<file path="src/rtl/mem_stage_ctrl.sv">
`default_nettype none
// +----------------------------------------------------------------------------+
// | mem_stage_ctrl                                                             |
// | MEM-stage controller: data-memory bus access, branch resolution, stall     |
// | and the MEM/WB write-back register.                                        |
// | Optional feature macro: MEM_MISALIGN_TRAP_EN (misaligned-access trap).     |
// | Revision: 1.0                                                              |
// +----------------------------------------------------------------------------+
module mem_stage_ctrl #(
  parameter int XLEN = 64,
  parameter int BE_W = XLEN / 8
) (
  input  logic            clk,
  input  logic            reset_n,
  input  logic            RegWrite_store,
  input  logic            MemtoReg_store,
  input  logic            Branch_store,
  input  logic            Zero_store,
  input  logic            Is_Greater_store,
  input  logic            MemWrite_store,
  input  logic            MemRead_store,
  input  logic [XLEN-1:0] PCplusimm_store,
  input  logic [XLEN-1:0] ALU_result_store,
  input  logic [XLEN-1:0] WriteData_store,
  input  logic [3:0]      funct_in_store,
  input  logic [4:0]      rd_store,
  output logic            mem_req,
  output logic            mem_we,
  output logic [XLEN-1:0] mem_addr,
  output logic [XLEN-1:0] mem_wdata,
  output logic [BE_W-1:0] mem_be,
  input  logic            mem_ready,
  input  logic            mem_rvalid,
  input  logic [XLEN-1:0] mem_rdata,
  output logic            stall,
  output logic            PCSrc,
  output logic [XLEN-1:0] branch_target,
  output logic            flush_req,
  output logic            misalign,
  output logic            RegWrite_wb,
  output logic            MemtoReg_wb,
  output logic [4:0]      rd_wb,
  output logic [XLEN-1:0] ReadData_wb,
  output logic [XLEN-1:0] ALU_result_wb
);

  localparam logic [1:0] S_IDLE = 2'd0;
  localparam logic [1:0] S_REQ  = 2'd1;
  localparam logic [1:0] S_WAIT = 2'd2;
  localparam logic [1:0] S_DONE = 2'd3;

  logic [1:0]      state;
  logic [1:0]      next_state;
  logic            mem_op;
  logic            trap;
  logic            go;
  logic            capture;
  logic            branch_cond;
  logic [2:0]      lane;
  logic [2:0]      funct3;
  logic [5:0]      lane_shift;
  logic [BE_W-1:0] size_mask;
  logic [XLEN-1:0] shifted_rdata;
  logic [XLEN-1:0] load_data;
  logic [XLEN-1:0] load_data_q;
  logic            unused_funct7;

  assign mem_op        = MemRead_store | MemWrite_store;
  assign lane          = ALU_result_store[2:0];
  assign funct3        = funct_in_store[2:0];
  assign lane_shift    = {lane, 3'b000};
  assign unused_funct7 = funct_in_store[3];

`ifdef MEM_MISALIGN_TRAP_EN
  logic misaligned;

  always_comb begin
    misaligned = 1'b0;
    case (funct3[1:0])
      2'b01:   misaligned = lane[0];
      2'b10:   misaligned = |lane[1:0];
      2'b11:   misaligned = |lane;
      default: misaligned = 1'b0;
    endcase
  end

  assign trap = mem_op & misaligned;
`else
  assign trap = 1'b0;
`endif

  assign go = mem_op & ~trap;

  always_comb begin
    size_mask = '0;
    case (funct3[1:0])
      2'b00:   size_mask = 8'h01;
      2'b01:   size_mask = 8'h03;
      2'b10:   size_mask = 8'h0F;
      default: size_mask = 8'hFF;
    endcase
  end

  // FSM: state register
  always_ff @(posedge clk or negedge reset_n) begin
    if (!reset_n) state <= S_IDLE;
    else          state <= next_state;
  end

  // FSM: next state
  always_comb begin
    next_state = state;
    case (state)
      S_IDLE: if (go) next_state = S_REQ;
      S_REQ: begin
        if (mem_ready) begin
          if (MemWrite_store || mem_rvalid) next_state = S_DONE;
          else                              next_state = S_WAIT;
        end
      end
      S_WAIT: if (mem_rvalid) next_state = S_DONE;
      default: next_state = S_IDLE;
    endcase
  end

  // FSM: outputs; bus fields are driven only while the request is live
  always_comb begin
    mem_req   = 1'b0;
    mem_we    = 1'b0;
    mem_addr  = '0;
    mem_wdata = '0;
    mem_be    = '0;
    stall     = 1'b0;
    misalign  = 1'b0;
    capture   = 1'b0;
    case (state)
      S_IDLE: begin
        stall    = go;
        misalign = trap;
      end
      S_REQ: begin
        mem_req   = 1'b1;
        mem_we    = MemWrite_store;
        mem_addr  = {ALU_result_store[XLEN-1:3], 3'b000};
        mem_wdata = WriteData_store << lane_shift;
        mem_be    = size_mask << lane;
        stall     = 1'b1;
        capture   = mem_ready & mem_rvalid & ~MemWrite_store;
      end
      S_WAIT: begin
        stall   = 1'b1;
        capture = mem_rvalid;
      end
      default: ;
    endcase
  end

  assign shifted_rdata = mem_rdata >> lane_shift;

  always_comb begin
    load_data = shifted_rdata;
    case (funct3)
      3'b000:  load_data = {{(XLEN-8){shifted_rdata[7]}},   shifted_rdata[7:0]};
      3'b001:  load_data = {{(XLEN-16){shifted_rdata[15]}}, shifted_rdata[15:0]};
      3'b010:  load_data = {{(XLEN-32){shifted_rdata[31]}}, shifted_rdata[31:0]};
      3'b100:  load_data = {{(XLEN-8){1'b0}},  shifted_rdata[7:0]};
      3'b101:  load_data = {{(XLEN-16){1'b0}}, shifted_rdata[15:0]};
      3'b110:  load_data = {{(XLEN-32){1'b0}}, shifted_rdata[31:0]};
      default: load_data = shifted_rdata;
    endcase
  end

  always_ff @(posedge clk or negedge reset_n) begin
    if (!reset_n)     load_data_q <= '0;
    else if (capture) load_data_q <= load_data;
  end

  // A stalled or trapped instruction must not retire, so a bubble goes to WB
  always_ff @(posedge clk or negedge reset_n) begin
    if (!reset_n) begin
      RegWrite_wb   <= 1'b0;
      MemtoReg_wb   <= 1'b0;
      rd_wb         <= '0;
      ReadData_wb   <= '0;
      ALU_result_wb <= '0;
    end else if (stall || misalign) begin
      RegWrite_wb   <= 1'b0;
      MemtoReg_wb   <= 1'b0;
      rd_wb         <= '0;
      ReadData_wb   <= '0;
      ALU_result_wb <= '0;
    end else begin
      RegWrite_wb   <= RegWrite_store;
      MemtoReg_wb   <= MemtoReg_store;
      rd_wb         <= rd_store;
      ReadData_wb   <= MemRead_store ? load_data_q : '0;
      ALU_result_wb <= ALU_result_store;
    end
  end

  always_comb begin
    branch_cond = 1'b0;
    case (funct3)
      3'b000:  branch_cond = Zero_store;
      3'b001:  branch_cond = ~Zero_store;
      3'b100:  branch_cond = ~Is_Greater_store & ~Zero_store;
      3'b101:  branch_cond = Is_Greater_store | Zero_store;
      default: branch_cond = 1'b0;
    endcase
  end

  assign PCSrc         = Branch_store & branch_cond;
  assign flush_req     = PCSrc;
  assign branch_target = PCplusimm_store;

endmodule
`default_nettype wire

</file>
<file path="config.mk">
export PLATFORM = sky130hd
export DESIGN_NAME = mem_stage_ctrl
export DESIGN_NICKNAME = d
export VERILOG_FILES = /design/src/rtl/mem_stage_ctrl.sv
export SDC_FILE = /design/constraint.sdc
export NUM_CORES = 1
export LEC_CHECK = 0
export CORE_AREA = 2 2 237 239
export DETAILED_ROUTE_END_ITERATION = 6
export DIE_AREA = 0 0 239 241
export GPL_ROUTABILITY_DRIVEN = 0
export HOLD_SLACK_MARGIN = 0.06
export PLACE_DENSITY = 0.58
export SYNTH_ARGS = -nofsm -noshare
export SYNTH_HDL_FRONTEND = slang
export SYNTH_SLANG_ARGS = --single-unit
</file>
<file path="constraint.sdc">
create_clock -name clk -period 4.8 [get_ports clk]
set_input_delay 0.96 -clock clk [delete_from_list [all_inputs] [get_ports clk]]
set_output_delay 0.96 -clock clk [all_outputs]
set_load 0.02 [all_outputs]
</file>
Word level (Yosys, flattened, before mapping)
Cells that the tools add are included.
Word-level totals
  flip-flop bits (word level): 201
  bits of input ports: 276
  output and inout port bits: 341
  word-level logic and storage cells: 58
Operators by class
  equal/unequal tests: 12
  shifts and indexed selects: 3
  mux-type cells: 21
  bitwise gates (word level): 9
  reductions and logical operators: 6
Operator list (count)
  one-hot mux 64 bit (6 select lines): 1
  two-way mux 64 bit: 5
  left shift 64 x 6 -> 64 bit: 1
  >> shifter 64 x 6 -> 64 bit: 1
  one-hot mux 8 bit (3 select lines): 1
  equality test 3 bit, second input constant: 3
  two-way mux 8 bit: 1
  left shift 8 x 3 -> 8 bit: 1
  two-way mux 2 bit: 3
  != test 2 bit, second input constant: 3
  one-hot mux 2 bit (3 select lines): 1
  two-way mux 1 bit: 5
  two-way mux 5 bit: 1
  AND 1 bit: 4
  equality test 2 x 1 -> 1 bit, second input constant: 2
  equality test 2 bit, second input constant: 2
  logical NOT 2 bit: 2
  one-hot mux 1 bit (2 select lines): 2
  one-hot mux 1 bit (4 select lines): 1
  equality test 3 x 1 -> 1 bit, second input constant: 1
  equality test 3 x 2 -> 1 bit, second input constant: 1
  logical NOT 3 bit: 1
  inverter 1 bit: 3
  AND reduction 3 bit: 1
  other kinds (3): 4

Logic depth before layout (Yosys ltp)
Gate-level depths: netlist (run 1).
  depth after elaboration: 4
  gate-level depth with buffers: 10
  mapped depth without buffers: 7

Worst setup path before layout (run 1)
No wires, ideal clock.
  path kind: input to output
  start point: in ALU_result_store[1]
  end point: out mem_be[5]
  data arrival time: 2.609 ns
  data required time: 3.840 ns
  setup slack: 1.231 ns
  cell stages on the path: 8
  path buffers: 5
  cells stage by stage: buf_4 buf_6 buf_4 buf_2 buf_2 o21a_1 o21ai_0 nor3b_1
Between the ends
  cells in the longest elaborated chain, start to end: 2
Ends and longest elaborated chain
  start: declaration: line 23  | input logic [XLEN-1:0] ALU_result_store,
  left shift 8 x 3 -> 8 bit: line 146  | mem_be = size_mask << lane;
  two-way mux 8 bit: line 136  | case (state)
  end: declaration: line 31  | output logic [BE_W-1:0] mem_be,
Every way passes these cells.

Worst setup path in the final report (run 1)
  start point: in funct_in_store[2]
  end point: out flush_req
Between the ends
  cells in the longest elaborated chain, start to end: 3
  elaborated cells on any way between the ends: 6
  those cells by class: eq/ne (3); mux (1); bitwise (1); reduce/logical (1)
Ends and longest elaborated chain
  start: declaration: line 25  | input logic [3:0] funct_in_store,
  equality test 3 bit, or another cell as far along: line 203  | case (funct3)
  one-hot mux 1 bit (4 select lines) (*): line 203
  AND 1 bit (*): line 212  | assign PCSrc = Branch_store & branch_cond;
  end: declaration: line 38  | output logic flush_req,
Every way passes the cells marked *; elsewhere a longest branch is shown, timed or not.

==> results.py, run 1 <==
metrics = {
    "cells_and_area": {
        "nNetsFinal": 1818,
        "final_cells": 2256,
        "area_delta_synth_final_pct": 49.3,
        "antenna_cells": 0,
        "drive_gt1_share_pct": 11.5,
    },
    "yosys": {
        "synth-async-reset-ratio_pct": 100,
        "synth_area_leader_cell": "dfrtp_1",
        "synthCells": 1155,
        "seq_area_frac_synth_pct": 42.5,
        "synth_top_area_share_pct": 42.5,
        "yosys_warnings": 0,
        "yosys-top-cells-count": "dfrtp_1 (201), and2_1 (144), nor2b_1 (110)",
        "syn_area_sq_um": 11800,
        "synth_area_leaders": "dfrtp_1 (43%), mux4_2 (9.0%), and2_1 (7.6%)",
        "synth_ff_type": "dfrtp_1",
        "ys_types": 51,
        "ys_seq_elements": 201,
        "synth_edf_count": 0,
        "synth_most_common_cell": "dfrtp_1",
        "syn_avg_cell_area_sq_um": 10.2,
    },
    "floorplanning": {
        "dieHeight_um": 241,
        "dieArea_sq_um": 57600,
        "core_area_sq_um": 54900,
        "rows": 86,
        "die-width_um": 239,
        "io-pin-count": 617,
        "start_util_pct": 21.5,
    },
    "global_route": {
        "grt_pass1_vias": 10545,
        "overflow": 0,
        "grt_start_max_net_pins": 90,
        "antenna_found_initial": 12,
        "grt_first_pass_wirelength_mm": 75.0,
        "grt_use_total_pct": 17.8,
    },
    "drt": {
        "route.detailed.drc": 0,
        "initialDrtViolationCount": 565,
        "firstDrtPassIters": 5,
        "wire_per_inst_um": 23.8,
        "ant_nets": 0,
        "wirelength_mm": 53.6,
        "avgViaCountPerCell": 4.58,
        "vias": 10329,
    },
    "timing": {
        "setup_viol": 0,
        "period_needed_ns": 4.16,
        "max_slew_margin_pct": 35.0,
        "worstMarginPinSlew_ns": 0.975,
        "hold_violations": 0,
        "worst_clock_skew_ns": 0.0104,
        "setup-tns-final_ns": 0,
        "drv_slew": 0,
        "clock.fmax_mhz": 240,
        "worst_slack_ns": 0.635,
        "finalCritPeriodShare_pct": 86.8,
        "rsz0062_at_grt": "no",
    },
    "placement": {
        "pre_cts_slack_ns": 0.592,
        "hpwl_mm": 42.1,
        "portBuffers": 483,
        "placed_cells": 2215,
    },
    "worst_setup_path": {
        "path_max_fanout": 4,
        "critPathRequiredTime_ns": 3.84,
        "crit_type": "input port to output pin",
        "crit_arrival_ns": 3.20,
        "end_kind": "output pin",
        "cp-start-kind": "input port",
    },
    "clocking": {
        "cts_buffer_depth": 3,
        "cts_repair_resize_count": 0,
        "htree_levels": 1,
        "numCtsBuffers": 25,
        "clock-root-buffer": "clkbuf_16",
        "cts.sink_count": 201,
        "cts.clk_slew.worst_paths_ns": 0.06,
        "clkLatencyLatePin_ns": 0.53,
        "cts_tree": "yes",
        "holdBufCountCts": 0,
        "cts_setup_buffers": 0,
    },
    "status": {
        "status": "finished clean",
    },
    "flow_run": {
        "cap_violations": 0,
    },
    "power_and_ir_drop": {
        "leakagePower_uw": 0.00717,
        "irDropWorstVdd_uv": 373,
        "pwr_density_cell_nw_per_um2": 523,
    },
    "worst_hold_path": {
        "min_path_type": "input port to async pin",
    },
}
-- critical path: stages --
cell and delay (ns):
clkdlybuf4s50_1 0.60, mux2i_1 0.38, xor2_1 0.11, nor3b_1 0.28
buf_4 0.17, clkdlybuf4s50_1 0.68
-- cells by family after synthesis --
logic type,share of synthesized area (%)
DFF,42.5
adders and majority gates,0.423
xor gates and xnor gates,0.0741
other,0.0317
and+or+nand+nor,20.7
buffers and inverters,8.46
muxes,18.1
AOI/OAI and AO/OA,9.75
-- path summary, 6_finish.rpt --
check | end | startpoint | cells past startpoint | slack, ns
max | flush_req | funct_in_store[2] | 6 | 0.64
min | load_data_q[0] | reset_n | 1 | 0.43
max reg2reg | load_data_q[27] | state[1] | 10 | 1.66
min reg2reg | load_data_q[15] | load_data_q[15] | 2 | 0.47
max in group asynchronous | ReadData_wb[43] | reset_n | 2 | 3.24
min in group clk | load_data_q[15] | load_data_q[15] | 2 | 0.47
-- stage by stage --
step	area [sq um]	utilization (%)	hold slack [ns]	power [uW]
after floorplan	11800	-	0.435	5190
after global placement	16900	30.8	0.460	7480
after detailed placement	16900	30.8	0.463	7540
after CTS	17700	32.2	0.471	9420
after global routing	17700	32.2	0.478	9790
final	17700	32.2	0.428	9240
-- metal layers --
layer	wire length (um)	GRT usage (%)	part of all wire, %
met5	23	0	0.043
met1	20800	21.4	39
met4	1490	5.11	2.8
met2	28100	32.2	52
met3	3230	3.32	6.0
-- layout by cell type (no fill, tap or decap), drive strengths merged, types with 34 or more instances in the layout --
cell type      count
a21oi             37
a31oi             51
and2             144
buf               47
clkdlybuf4s50    469
dfrtp            201
mux2              34
mux2i             69
mux4              47
nand2             74
nor2              97
nor2b            110
-- final cells by class --
type	instances	area (sq um)
Tap cell	704	881
Fill cell	5641	37200
Timing Repair Buffer	516	5110
Sequential cell	201	5030
Clock buffer	33	696
Multi-Input combinational cell	788	5840
Clock inverter	8	80.1
Inverter	6	22.5
-- registers in the layout, summed over array words and instances, names as in the netlist --
register / count
ALU_result_wb: 64
ReadData_wb: 64
load_data_q: 64
rd_wb: 5
state: 2
MemtoReg_wb: 1
RegWrite_wb: 1
-- where the power goes --
| part | switching [uW] | internal [uW] | leakage [uW] |
|---|---|---|---|
| clock network | 749 | 1070 | 0.000378 |
| registers | 276 | 2440 | 0.00255 |
| logic | 2630 | 2080 | 0.00424 |
| total | 3650 | 5590 | 0.00717 |
(Power assumes the default switching activity.)
==> run 2: changes to the inputs <==
Settings changed: ABC_CLOCK_PERIOD_IN_PS set to 4800, TNS_END_PERCENT set to 100.
==> results of run 2 <==
Same layout as run 1: the final DEF is identical, and so are final timing and power.
==> run 3: changes to the inputs <==
Settings changed: ABC_CLOCK_PERIOD_IN_PS 4800 to 4000, CORE_AREA 2 2 237 239 to 2 2 239 241, DIE_AREA 0 0 239 241 to 0 0 241 243, MAX_ROUTING_LAYER set to met4, PLACE_DENSITY 0.58 to 0.57.
Clock period 4.8 ns to 4 ns, I/O delays scaled along.
==> results.py, run 3 (synthesis gave the netlist of run 1 again) <==
metrics = {
    "status": {
        "status": "finished clean",
    },
    "timing": {
        "whs_ns": 0.285,
        "setup-tns-final_ns": 0,
        "hold_violations": 0,
        "clock.fmax_mhz": 271,
        "period_needed_ns": 3.69,
        "max_slew_margin_pct": 38.6,
        "setup_viol": 0,
        "rsz0062_at_grt": "no",
        "worst_clock_skew_ns": 0.0103,
        "finalCritPeriodShare_pct": 92.3,
        "worstMarginPinSlew_ns": 0.919,
        "drv_slew": 0,
    },
    "placement": {
        "portBuffers": 483,
        "hpwl_mm": 40.5,
    },
    "worst_hold_path": {
        "min_path_type": "input port to async pin",
    },
    "clocking": {
        "clock-root-buffer": "clkbuf_16",
        "cts.sink_count": 201,
        "cts.clk_slew.worst_paths_ns": 0.05,
        "cts_buffer_depth": 3,
        "clkLatencyLatePin_ns": 0.54,
        "htree_levels": 1,
        "cts_tree": "yes",
        "cts_setup_buffers": 0,
        "numCtsBuffers": 26,
    },
    "global_route": {
        "antenna_found_initial": 14,
        "grt_first_pass_wirelength_mm": 74.0,
        "grt_pass1_vias": 10612,
        "grt_start_max_net_pins": 103,
        "overflow": 0,
        "grt_use_total_pct": 17.5,
    },
    "drt": {
        "vias": 10307,
        "ant_nets": 0,
        "wire_per_inst_um": 22.3,
        "route.detailed.drc": 0,
        "avgViaCountPerCell": 4.44,
        "wirelength_mm": 51.7,
        "initialDrtViolationCount": 583,
        "firstDrtPassIters": 5,
    },
    "floorplanning": {
        "dieHeight_um": 243,
        "rows": 87,
        "die-width_um": 241,
        "start_util_pct": 21.1,
        "io-pin-count": 617,
        "core_area_sq_um": 56000,
        "dieArea_sq_um": 58600,
    },
    "power_and_ir_drop": {
        "p_seq_share_pct": 28.5,
        "p_comb_share_pct": 49.3,
        "irDropWorstVdd_uv": 480,
        "p_sw_uw": 4470,
        "pwr_density_cell_nw_per_um2": 641,
        "p_clk_share_pct": 22.1,
        "internal-power_uw": 7040,
        "leakagePower_uw": 0.00730,
        "switching_share_pct": 38.8,
    },
    "cells_and_area": {
        "fill_cells": 5797,
        "nNetsFinal": 1820,
        "layout_commonest_cell": "clkdlybuf4s50_1",
        "area_delta_synth_final_pct": 51.8,
        "reg.largest.list": "ALU_result_wb: 64 flops, ReadData_wb: 64 flops, load_data_q: 64 flops",
        "drive_gt1_share_pct": 12.5,
        "final_cell_mix": "clkdlybuf4s50_1 (459), dfrtp_1 (201), and2_1 (144)",
    },
    "worst_setup_path": {
        "cp-start-kind": "input port",
        "crit_type": "input port to output pin",
        "end_kind": "output pin",
        "critPathMaxStageDelay_ns": 0.63,
        "crit_chain": "buf_6, nor2b_2, nand2_1, o21ai_0, mux2i_1, nor2b_1, clkdlybuf4s50_1",
        "crit_arrival_ns": 2.89,
        "critPathRequiredTime_ns": 3.20,
        "path_max_fanout": 52,
        "critPathSlowestCell": "clkdlybuf4s50_1",
    },
    "flow_run": {
        "cap_violations": 0,
    },
}
run 3: cell types whose count changed in the layout (fill, tap and decap cells not counted), sizes merged:
| cell | delta |
|---|---|
| inv | +1 |
| bufinv | +3 |
| clkinvlp | -1 |
| clkdlybuf4s50 | -10 |
| clkinv | -1 |
| buf | +11 |
| diode | +5 |
| clkbuf | +4 |
run 3: layer usage:
metal,track usage (%),vias up,wire length [um]
met2,31.6,381,27400
met4,4.39,0,1370
met3,2.91,129,2850
met5,-,-,0
li1,-,4683,-
met1,20.0,5114,20100
run 3: power by group through the flow:
stage	combinational [uW]	clock, uW	sequential [uW]
3_3_place_gp	5710	0	3320
2_1_floorplan	2320	0	3910
6_report	5680	2550	3280
4_1_cts	5790	2620	3290
5_1_grt	6090	2700	3370
3_5_place_dp	5770	0	3320
run 3: metrics by stage:
| step | util, % | cell area, sq um | setup WS, ns | total power (uW) | instances |
|---|---|---|---|---|---|
| after floorplan | - | 11800 | 0.751 | 6230 | 1158 |
| after global placement | 30.4 | 17000 | 0.360 | 9020 | 2268 |
| after detailed placement | 30.4 | 17000 | 0.281 | 9090 | 2268 |
| after CTS | 32.0 | 17900 | 0.0944 | 11700 | 2315 |
| after global routing | 32.1 | 17900 | 0.116 | 12200 | 2318 |
| final | 32.1 | 18000 | 0.309 | 11500 | 2320 |
run 3: path summary, 6_finish.rpt:
kind | to | slack, ns | cells past startpoint | startpoint
max | mem_wdata[50] | 0.31 | 7 | ALU_result_store[0]
min | ReadData_wb[3] | 0.28 | 1 | reset_n
max reg2reg | load_data_q[59] | 1.38 | 9 | state[1]
min reg2reg | ReadData_wb[40] | 0.48 | 1 | load_data_q[40]
max in group asynchronous | load_data_q[46] | 2.86 | 2 | reset_n
min in group clk | ReadData_wb[40] | 0.48 | 1 | load_data_q[40]
run 3: critical path: cells and delay by family:
family / cells / cell delay [ns]
muxes: 1 / 0.12
buffers and inverters: 2 / 1.04
AOI/OAI and AO/OA: 1 / 0.13
and+or+nand+nor: 3 / 0.76
run 3: area by class of cell:
cell class / count / area [sq um] / area share [%]
Multi-Input combinational cell: 788 / 5850 / 32.6
Timing Repair Buffer: 517 / 5150 / 28.7
Sequential cell: 201 / 5030 / 28.0
Tap cell: 756 / 946 / 5.27
Clock buffer: 37 / 773 / 4.31
Clock inverter: 10 / 164 / 0.913
Inverter: 6 / 22.5 / 0.125
Antenna cell: 5 / 12.5 / 0.0697
run 3: repair_timing:
| action | 4_1_cts | 5_1_grt |
|---|---|---|
| resized for setup | 0 | 1 |
| hold buffers | 0 | 0 |
| setup endpoints to repair | 0 | 11 |
